--- config.mk ---
export PLATFORM = sky130hd
export DESIGN_NAME = btb_sa_flat
export DESIGN_NICKNAME = d
export VERILOG_FILES = /design/src/rtl/btb_sa_if.sv /design/src/rtl/btb_sa.sv /design/src/flat_wrapper.sv
export SDC_FILE = /design/constraint.sdc
export NUM_CORES = 2
export LEC_CHECK = 0
export BUFFER_PORTS_ARGS = -buffer_cell sky130_fd_sc_hd__buf_2
export CAP_MARGIN = 25
export CORE_ASPECT_RATIO = 0.8
export CORE_MARGIN = 5
export CORE_UTILIZATION = 42
export DETAILED_ROUTE_END_ITERATION = 8
export GPL_ROUTABILITY_DRIVEN = 0
export GPL_TIMING_DRIVEN = 0
export MAX_ROUTING_LAYER = met4
export PLACE_DENSITY = 0.68
export SYNTH_ARGS = -nofsm -noshare
export SYNTH_HDL_FRONTEND = slang
export SYNTH_SLANG_ARGS = --single-unit
--- constraint.sdc ---
create_clock -name clk -period 7.5 [get_ports clk]
set_clock_uncertainty 0.15 [all_clocks]
set_input_delay 1.5 -clock clk [delete_from_list [all_inputs] [get_ports clk]]
set_output_delay 1.5 -clock clk [all_outputs]
set_load 0.02 [all_outputs]
--- src/rtl/btb_sa_if.sv ---
// Fetch-lookup, branch-update and flush signals shared between the fetch
// front end (master) and the branch target buffer (slave).
interface btb_sa_if #(
  parameter int FETCH_PORTS = 2,
  parameter int TYPELEN     = 3
);
  logic [FETCH_PORTS-1:0]         fetch_valid;
  logic [32*FETCH_PORTS-1:0]      fetch_pc;
  logic [FETCH_PORTS-1:0]         resp_valid;
  logic [FETCH_PORTS-1:0]         resp_hit;
  logic [32*FETCH_PORTS-1:0]      resp_target;
  logic [TYPELEN*FETCH_PORTS-1:0] resp_type;
  logic                           upd_valid;
  logic                           upd_ready;
  logic [31:0]                    upd_pc;
  logic [31:0]                    upd_target;
  logic [TYPELEN-1:0]             upd_type;
  logic                           upd_inval;
  logic                           flush;
  logic                           busy;

  modport master (
    output fetch_valid, fetch_pc, upd_valid, upd_pc, upd_target, upd_type,
           upd_inval, flush,
    input  resp_valid, resp_hit, resp_target, resp_type, upd_ready, busy
  );

  modport slave (
    input  fetch_valid, fetch_pc, upd_valid, upd_pc, upd_target, upd_type,
           upd_inval, flush,
    output resp_valid, resp_hit, resp_target, resp_type, upd_ready, busy
  );
endinterface

--- src/rtl/btb_sa.sv ---
// Set-associative branch target buffer: multi-port registered lookup,
// one update per cycle, round-robin replacement, multi-cycle flush sweep.
module btb_sa #(
  parameter int FETCH_PORTS = 2,
  parameter int SETS        = 16,
  parameter int WAYS        = 2,
  parameter int TAGLEN      = 8,
  parameter int TYPELEN     = 3
) (
  input logic     clk,
  input logic     reset,
  btb_sa_if.slave bus
);
  localparam int IB  = $clog2(SETS);
  localparam int WB  = $clog2(WAYS);
  localparam int HIW = 30 - IB;
  localparam int NCH = (HIW + TAGLEN - 1) / TAGLEN;

  typedef enum logic {IDLE, SWEEP} state_t;

  state_t          state_q, state_d;
  logic [IB-1:0]   cnt_q, cnt_d;

  logic [WAYS-1:0]    valid_q [SETS];
  logic [TAGLEN-1:0]  tag_q   [SETS][WAYS];
  logic [31:0]        tgt_q   [SETS][WAYS];
  logic [TYPELEN-1:0] typ_q   [SETS][WAYS];
  logic [WB-1:0]      rr_q    [SETS];

  logic [FETCH_PORTS-1:0]         hit_c;
  logic [32*FETCH_PORTS-1:0]      tgt_c;
  logic [TYPELEN*FETCH_PORTS-1:0] typ_c;
  logic [IB-1:0]                  lk_set;
  logic [TAGLEN-1:0]              lk_tag;
  logic                           unused_pc_lsb;

  logic [IB-1:0]     u_set;
  logic [TAGLEN-1:0] u_tag;
  logic              u_hit, u_free, upd_fire;
  logic [WB-1:0]     u_hit_way, u_free_way, u_way;

  // Upper PC bits, zero-extended to whole chunks and XOR-folded to TAGLEN.
  function automatic logic [TAGLEN-1:0] fold_tag(input logic [31:0] pc);
    logic [NCH*TAGLEN-1:0] ext;
    logic [TAGLEN-1:0]     acc;
    ext          = '0;
    ext[HIW-1:0] = pc[31:IB+2];
    acc          = '0;
    for (int unsigned i = 0; i < NCH; i++) acc ^= ext[i*TAGLEN +: TAGLEN];
    return acc;
  endfunction

  assign bus.busy      = (state_q == SWEEP);
  assign bus.upd_ready = (state_q == IDLE) && !bus.flush;
  assign upd_fire      = bus.upd_valid && bus.upd_ready;

  // Per-port tag compare; lowest matching way wins, suppressed while sweeping.
  always_comb begin
    hit_c         = '0;
    tgt_c         = '0;
    typ_c         = '0;
    lk_set        = '0;
    lk_tag        = '0;
    unused_pc_lsb = 1'b0;
    for (int unsigned p = 0; p < FETCH_PORTS; p++) begin
      lk_set        = bus.fetch_pc[32*p+2 +: IB];
      lk_tag        = fold_tag(bus.fetch_pc[32*p +: 32]);
      unused_pc_lsb = unused_pc_lsb ^ (^bus.fetch_pc[32*p +: 2]);
      for (int unsigned w = 0; w < WAYS; w++) begin
        if (!hit_c[p] && valid_q[lk_set][w] && (tag_q[lk_set][w] == lk_tag)) begin
          hit_c[p]                   = 1'b1;
          tgt_c[32*p +: 32]          = tgt_q[lk_set][w];
          typ_c[TYPELEN*p +: TYPELEN] = typ_q[lk_set][w];
        end
      end
      if (!bus.fetch_valid[p] || (state_q == SWEEP)) begin
        hit_c[p]                    = 1'b0;
        tgt_c[32*p +: 32]           = '0;
        typ_c[TYPELEN*p +: TYPELEN] = '0;
      end
    end
  end

  // Registered lookup response.
  always_ff @(posedge clk) begin
    if (reset) begin
      bus.resp_valid  <= '0;
      bus.resp_hit    <= '0;
      bus.resp_target <= '0;
      bus.resp_type   <= '0;
    end else begin
      bus.resp_valid  <= bus.fetch_valid;
      bus.resp_hit    <= hit_c;
      bus.resp_target <= tgt_c;
      bus.resp_type   <= typ_c;
    end
  end

  // Update-side way selection: hit way, else lowest free way, else rr victim.
  always_comb begin
    u_set      = bus.upd_pc[IB+1:2];
    u_tag      = fold_tag(bus.upd_pc);
    u_hit      = 1'b0;
    u_free     = 1'b0;
    u_hit_way  = '0;
    u_free_way = '0;
    for (int unsigned w = 0; w < WAYS; w++) begin
      if (!u_hit && valid_q[u_set][w] && (tag_q[u_set][w] == u_tag)) begin
        u_hit     = 1'b1;
        u_hit_way = WB'(w);
      end
      if (!u_free && !valid_q[u_set][w]) begin
        u_free     = 1'b1;
        u_free_way = WB'(w);
      end
    end
    u_way = u_hit ? u_hit_way : (u_free ? u_free_way : rr_q[u_set]);
  end

  // Storage: reset/sweep clear valid and rr; otherwise apply an accepted update.
  always_ff @(posedge clk) begin
    if (reset) begin
      for (int unsigned s = 0; s < SETS; s++) begin
        valid_q[s] <= '0;
        rr_q[s]    <= '0;
      end
    end else if (state_q == SWEEP) begin
      valid_q[cnt_q] <= '0;
      rr_q[cnt_q]    <= '0;
    end else if (upd_fire) begin
      if (bus.upd_inval) begin
        if (u_hit) valid_q[u_set][u_hit_way] <= 1'b0;
      end else begin
        valid_q[u_set][u_way] <= 1'b1;
        tag_q[u_set][u_way]   <= u_tag;
        tgt_q[u_set][u_way]   <= bus.upd_target;
        typ_q[u_set][u_way]   <= bus.upd_type;
        if (!u_hit && !u_free) rr_q[u_set] <= rr_q[u_set] + 1'b1;
      end
    end
  end

  // Flush FSM state register and sweep counter.
  always_ff @(posedge clk) begin
    if (reset) begin
      state_q <= IDLE;
      cnt_q   <= '0;
    end else begin
      state_q <= state_d;
      cnt_q   <= cnt_d;
    end
  end

  // Flush FSM next state; a flush during the sweep restarts it from set 0.
  always_comb begin
    state_d = state_q;
    cnt_d   = cnt_q;
    case (state_q)
      IDLE: begin
        if (bus.flush) begin
          state_d = SWEEP;
          cnt_d   = '0;
        end
      end
      SWEEP: begin
        if (bus.flush) begin
          cnt_d = '0;
        end else if (cnt_q == '1) begin
          state_d = IDLE;
          cnt_d   = '0;
        end else begin
          cnt_d = cnt_q + 1'b1;
        end
      end
      default: state_d = IDLE;
    endcase
  end
endmodule
--- src/flat_wrapper.sv ---
// flat-port wrapper written by rule: the top's interface ports become plain ports
module btb_sa_flat 
#(
  parameter int FETCH_PORTS = 2,
  parameter int SETS        = 16,
  parameter int WAYS        = 2,
  parameter int TAGLEN      = 8,
  parameter int TYPELEN     = 3
)
  (clk, reset, bus_fetch_valid, bus_fetch_pc, bus_upd_valid, bus_upd_pc, bus_upd_target, bus_upd_type, bus_upd_inval, bus_flush, bus_resp_valid, bus_resp_hit, bus_resp_target, bus_resp_type, bus_upd_ready, bus_busy);
  btb_sa_if #(.FETCH_PORTS(FETCH_PORTS), .TYPELEN(TYPELEN)) bus_i ();
  input logic clk;
  input logic reset;
  input wire logic [$bits(bus_i.fetch_valid)-1:0] bus_fetch_valid;
  input wire logic [$bits(bus_i.fetch_pc)-1:0] bus_fetch_pc;
  input wire logic [$bits(bus_i.upd_valid)-1:0] bus_upd_valid;
  input wire logic [$bits(bus_i.upd_pc)-1:0] bus_upd_pc;
  input wire logic [$bits(bus_i.upd_target)-1:0] bus_upd_target;
  input wire logic [$bits(bus_i.upd_type)-1:0] bus_upd_type;
  input wire logic [$bits(bus_i.upd_inval)-1:0] bus_upd_inval;
  input wire logic [$bits(bus_i.flush)-1:0] bus_flush;
  output wire logic [$bits(bus_i.resp_valid)-1:0] bus_resp_valid;
  output wire logic [$bits(bus_i.resp_hit)-1:0] bus_resp_hit;
  output wire logic [$bits(bus_i.resp_target)-1:0] bus_resp_target;
  output wire logic [$bits(bus_i.resp_type)-1:0] bus_resp_type;
  output wire logic [$bits(bus_i.upd_ready)-1:0] bus_upd_ready;
  output wire logic [$bits(bus_i.busy)-1:0] bus_busy;
  assign bus_i.fetch_valid = bus_fetch_valid;
  assign bus_i.fetch_pc = bus_fetch_pc;
  assign bus_i.upd_valid = bus_upd_valid;
  assign bus_i.upd_pc = bus_upd_pc;
  assign bus_i.upd_target = bus_upd_target;
  assign bus_i.upd_type = bus_upd_type;
  assign bus_i.upd_inval = bus_upd_inval;
  assign bus_i.flush = bus_flush;
  assign bus_resp_valid = bus_i.resp_valid;
  assign bus_resp_hit = bus_i.resp_hit;
  assign bus_resp_target = bus_i.resp_target;
  assign bus_resp_type = bus_i.resp_type;
  assign bus_upd_ready = bus_i.upd_ready;
  assign bus_busy = bus_i.busy;
  btb_sa #(.FETCH_PORTS(FETCH_PORTS), .SETS(SETS), .WAYS(WAYS), .TAGLEN(TAGLEN), .TYPELEN(TYPELEN)) u_core (.clk(clk), .reset(reset), .bus(bus_i));
endmodule
==> results.md <==
Status:
- The run finished with clean final reports.

Clock network:
- The clock-pin slew reported for the worst setup and hold paths after clock tree synthesis is 60 ps.
- The post-cts gate resize count is 0.
- The clock net in this run drives a total of 1,503 sinks.
- The later-pin clock latency in the skew report is 810 ps.
- For this design, the CTS-stage hold fixing added 0 buffers.
- The root buffer cell chosen for the clock tree is sky130_fd_sc_hd__clkbuf_16.
- The H-tree was split into 4 levels.
- In this run the post-CTS setup repair buffer count came out at 0.
- The number of CTS-inserted buffers is 156.
- In this run the deepest clock path goes through 3 buffers.
- TritonCTS built the clock tree.

Synth:
- The simple-gate share of the synthesized area is 0.0153.
- The compound-cell area share of the yosys netlist is 0.0220.
- For this run, the register share of the synthesized area comes to 0.621.
- By area, the combinational part of the netlist is dominated by multiplexers.
- The synthesized cell area is 0.0714 sq mm.
- The count of different cell masters after synthesis is 58.
- Of all flip-flops after synthesis, the portion carrying an async set or reset was 0.
- For this run, the number of Yosys warnings is 0.
- Counting every instance in the synthesized netlist gives 3,503.
- The most common flop cell mapped by yosys is sky130_fd_sc_hd__edfxtp_1.
- The share of synthesized cell area in full adder, half adder and majority cells is 0.000175.
- After synthesis, the cell types taking the most area are sky130_fd_sc_hd__edfxtp_1 (60%), sky130_fd_sc_hd__mux4_2 (29%), sky130_fd_sc_hd__dfxtp_1 (2.2%), sky130_fd_sc_hd__mux2i_1 (1.3%), sky130_fd_sc_hd__inv_1 (0.78%).
- The library cell with the largest summed area after synthesis is sky130_fd_sc_hd__edfxtp_1.
- Of the post-synthesis cell area, the part taken by muxes is 0.304.
- The average cell area after synthesis is 20.4 sq um.
- Of the post-synthesis cell area, the dominant cell type holds 0.599.
- The xor-xnor portion of the synthesized cell area is 0.0122.
- Counting flops with a built-in enable in the synthesized netlist gives 1,424.
- The net count after synthesis is 3,642.
- Counting flops and latches in the post-synthesis netlist gives 1,503.

Detailed routing:
- The routed length per placed instance is 38.2 um.
- For this run, design rule violations remaining after detail routing come to 0.
- Using the TritonRoute via totals, the vias-per-cell ratio works out to 6.80.
- The first detailed-routing pass ran for 6 iterations.
- The detailed-route via count is 43,615.
- The detail route stage leaves a number of antenna-violating nets equal to 0.
- For this block, the routed nets add up to 245,000 um of wire.
- The number of DRC markers after the initial detailed-route iteration is 7,540.

Setup path:
- The worst setup path is captured at a flip-flop.
- Data on the critical path is required at its endpoint by 7850 ps.
- In this run the worst path has a maximum fanout of 11.
- The signal arrival time at the worst endpoint is 7030 ps.
- The startpoint-to-endpoint class of the critical path is primary input to flip-flop.
- The kind of start point of the critical path is a primary input.

Cells and area:
- The area of combinational cells with multiple inputs is 0.0255 sq mm.
- The cell area after layout is 0.0832 sq mm.
- In the final layout, flip-flops and latches occupy 0.0443 sq mm.
- The final core utilization is 0.492.
- In the final design database the tool counted 4,141 nets.
- The area growth from synthesis to layout is 16.6%.
- The layout has 13,336 filler cells.
- Of the cells placed in the final design, the portion with a size suffix greater than 1 is 0.398.

Pwr:
- The clock share of power is 0.411.
- The share of total power dissipated in combinational logic is 0.098.
- The total design power is 18.9 mW.
- The internal power of the cells totals 14.4 mW.
- The maximum vdd ir drop is 231 uV.
- The static leakage power is 26.9 nW.
- The power spent charging and discharging nets is 4.45 mW.
- The ratio of total power to cell area is 227 mW/mm^2.
- The proportion of total power due to net switching is 0.236.
- The power share of the sequential group is 0.491.

Timing:
- The final worst-path cycle share is 0.891.
- The max-slew violation count came to 0.
- The measured slew at the worst slew-check pin is 1180 ps.
- Setup repair after global routing left no endpoint under its margin.
- The number of hold-slack violations in the final timing report came to 0.
- The smallest clock period supported by the final layout is computed as 6680 ps.
- Headroom to the max-slew limit came out at 0.213.
- For the final routed database, the setup TNS stands at 0 ps.
- The achievable frequency is 150 MHz.
- The count of endpoints failing setup in the final report is 0.

Floorplanning:
- The floorplan step defined a core boundary enclosing 0.169 sq mm.
- The die is 471 um wide.
- The die covers 0.178 sq mm.
- The standard-cell row count is 135.
- The number of top-level pins is 214.
- The height of the die is 379 um.
- The initial cell density of the core is 0.422.

Placed design:
- The HPWL after detailed placement is 171,000 um.
- The count of input and output buffers is 198.
- The cell area reported after detailed placement is 0.0778 sq mm.

Flow run:
- The max capacitance violation total is 0.

Global routing:
- The overall fraction of global-route tracks in use is 0.279.
- Global routing finished with a remaining overflow of 0.
- The number of antenna violations at the first check in global routing came to 24.
- Entering global routing, the biggest net connects 37 pins.
- The wire length of the first global-routing pass is 336,000 um.
- The via count of the first global-routing pass is 42,373.

Worst hold path:
- The kind of path behind the tightest hold check is flip-flop to flip-flop.
[power groups by stage]
stage / clock network, mW / logic (mW) / registers [mW]
after global placement: 0 / 1.69 / 9.45
final: 7.76 / 1.86 / 9.26
after global routing: 8.15 / 1.91 / 9.26
after CTS: 7.78 / 1.78 / 9.26
after floorplan: 0 / 1.05 / 9.44
after detailed placement: 0 / 1.77 / 9.44
[cell usage after synthesis (all sizes together) (8+ instances only)]
cell and instances:
nand4 8, nor3 17, dfxtp 79, edfxtp 1424, nand2b 9, a22o 10
o21ai 32, a221oi 17, nand3 18, a22oi 18, nor2 106, xor2 37
mux2 22, clkbuf 135, o22ai 79, a311o 14, mux4 910, a21oi 16
mux2i 92, xnor2 60, nor2b 19, nand2 36, buf 135, inv 148
[logic make-up (layout without fill, tap and decap cells)]
family                   count (synthesis)  after routing
buffers and inverters                  419           1049
flip-flops                            1503           1503
XOR/XNOR                                98             98
AO/OA/AOI/OAI                          222            222
other                                    0             24
adder cells (fa/ha/maj)                  1              1
AND/OR/NAND/NOR                        236            236
multiplexers                          1024           1024
[flip-flops by register name, summed over array words and instances (netlist names)]
register,flops
u_core.tag_q,256
u_core.cnt_q,4
u_core.bus.busy,1
u_core.valid_q,32
u_core.bus.resp_valid,2
u_core.bus.resp_type,6
u_core.typ_q,96
u_core.bus.resp_target,64
u_core.rr_q,16
u_core.tgt_q,1024
u_core.bus.resp_hit,2
[final cells by class]
type | count | area share
flip-flops and latches | 1503 | 0.533
multi-input cells | 1581 | 0.306
clock buffers | 209 | 0.0511
repair buffers | 341 | 0.0441
well taps | 2260 | 0.0340
plain buffers | 270 | 0.0150
clock inverters | 80 | 0.00961
inverters | 149 | 0.00672
diodes | 24 | 0.000722
[path summary, 6_finish.rpt]
kind | startpoint | to | slack (ps) | depth (start not counted)
worst max register to register | u_core.tag_q[7][0] | u_core.tgt_q[0][1] | 2290 | 12
worst min-delay path | u_core.cnt_q[1] | u_core.cnt_q[1] | 450 | 2
worst min register to register | u_core.cnt_q[1] | u_core.cnt_q[1] | 450 | 2
worst max-delay path | bus_upd_pc[3] | u_core.tgt_q[0][1] | 820 | 15
[cells in the final DEF (no fill, tap or decap), types with 22 or more instances in the layout]
cell / count
sky130_fd_sc_hd__dfxtp_1: 79
sky130_fd_sc_hd__xnor2_1: 58
sky130_fd_sc_hd__mux4_2: 910
sky130_fd_sc_hd__nand2_1: 36
sky130_fd_sc_hd__buf_8: 65
sky130_fd_sc_hd__buf_1: 31
sky130_fd_sc_hd__edfxtp_1: 1424
sky130_fd_sc_hd__clkinv_2: 28
sky130_fd_sc_hd__clkinv_1: 27
sky130_fd_sc_hd__mux2i_1: 92
sky130_fd_sc_hd__clkbuf_1: 174
sky130_fd_sc_hd__mux2_2: 22
sky130_fd_sc_hd__inv_1: 148
sky130_fd_sc_hd__clkbuf_16: 159
sky130_fd_sc_hd__nor2_1: 74
sky130_fd_sc_hd__diode_2: 24
sky130_fd_sc_hd__buf_12: 56
sky130_fd_sc_hd__buf_2: 278
sky130_fd_sc_hd__nor2_4: 32
sky130_fd_sc_hd__o22ai_1: 79
sky130_fd_sc_hd__o21ai_0: 32
sky130_fd_sc_hd__xor2_1: 37
[metal layers]
layer	up-vias	share of wire	global-route usage
met5	-	0	-
met4	0	0.046	0.114
met3	614	0.16	0.103
met2	3896	0.43	0.388
met1	22966	0.36	0.373
li1	16139	-	-
[worst max-delay path, stage by stage]
cell and delay, ps:
sky130_fd_sc_hd__buf_2 180, sky130_fd_sc_hd__buf_2 400, sky130_fd_sc_hd__buf_1 700, sky130_fd_sc_hd__mux4_2 410
sky130_fd_sc_hd__mux2i_1 310, sky130_fd_sc_hd__o22ai_1 170, sky130_fd_sc_hd__xor2_1 200, sky130_fd_sc_hd__nor4_1 660
sky130_fd_sc_hd__nand3_1 320, sky130_fd_sc_hd__nand2_1 170, sky130_fd_sc_hd__nand3_1 250, sky130_fd_sc_hd__clkbuf_1 530
sky130_fd_sc_hd__nor2_4 750, sky130_fd_sc_hd__buf_16 250, sky130_fd_sc_hd__buf_16 170
[stage by stage]
step | setup slack (ps) | instances | hold WS, ps
after floorplan | 602 | 3503 | 387
final | 821 | 6417 | 451
after detailed placement | 58.6 | 6085 | 436
after global placement | -4670 | 5961 | 415
after CTS | 844 | 6374 | 448
after global routing | 892 | 6413 | 507
Note: power is estimated with default switching activity, not from simulation.
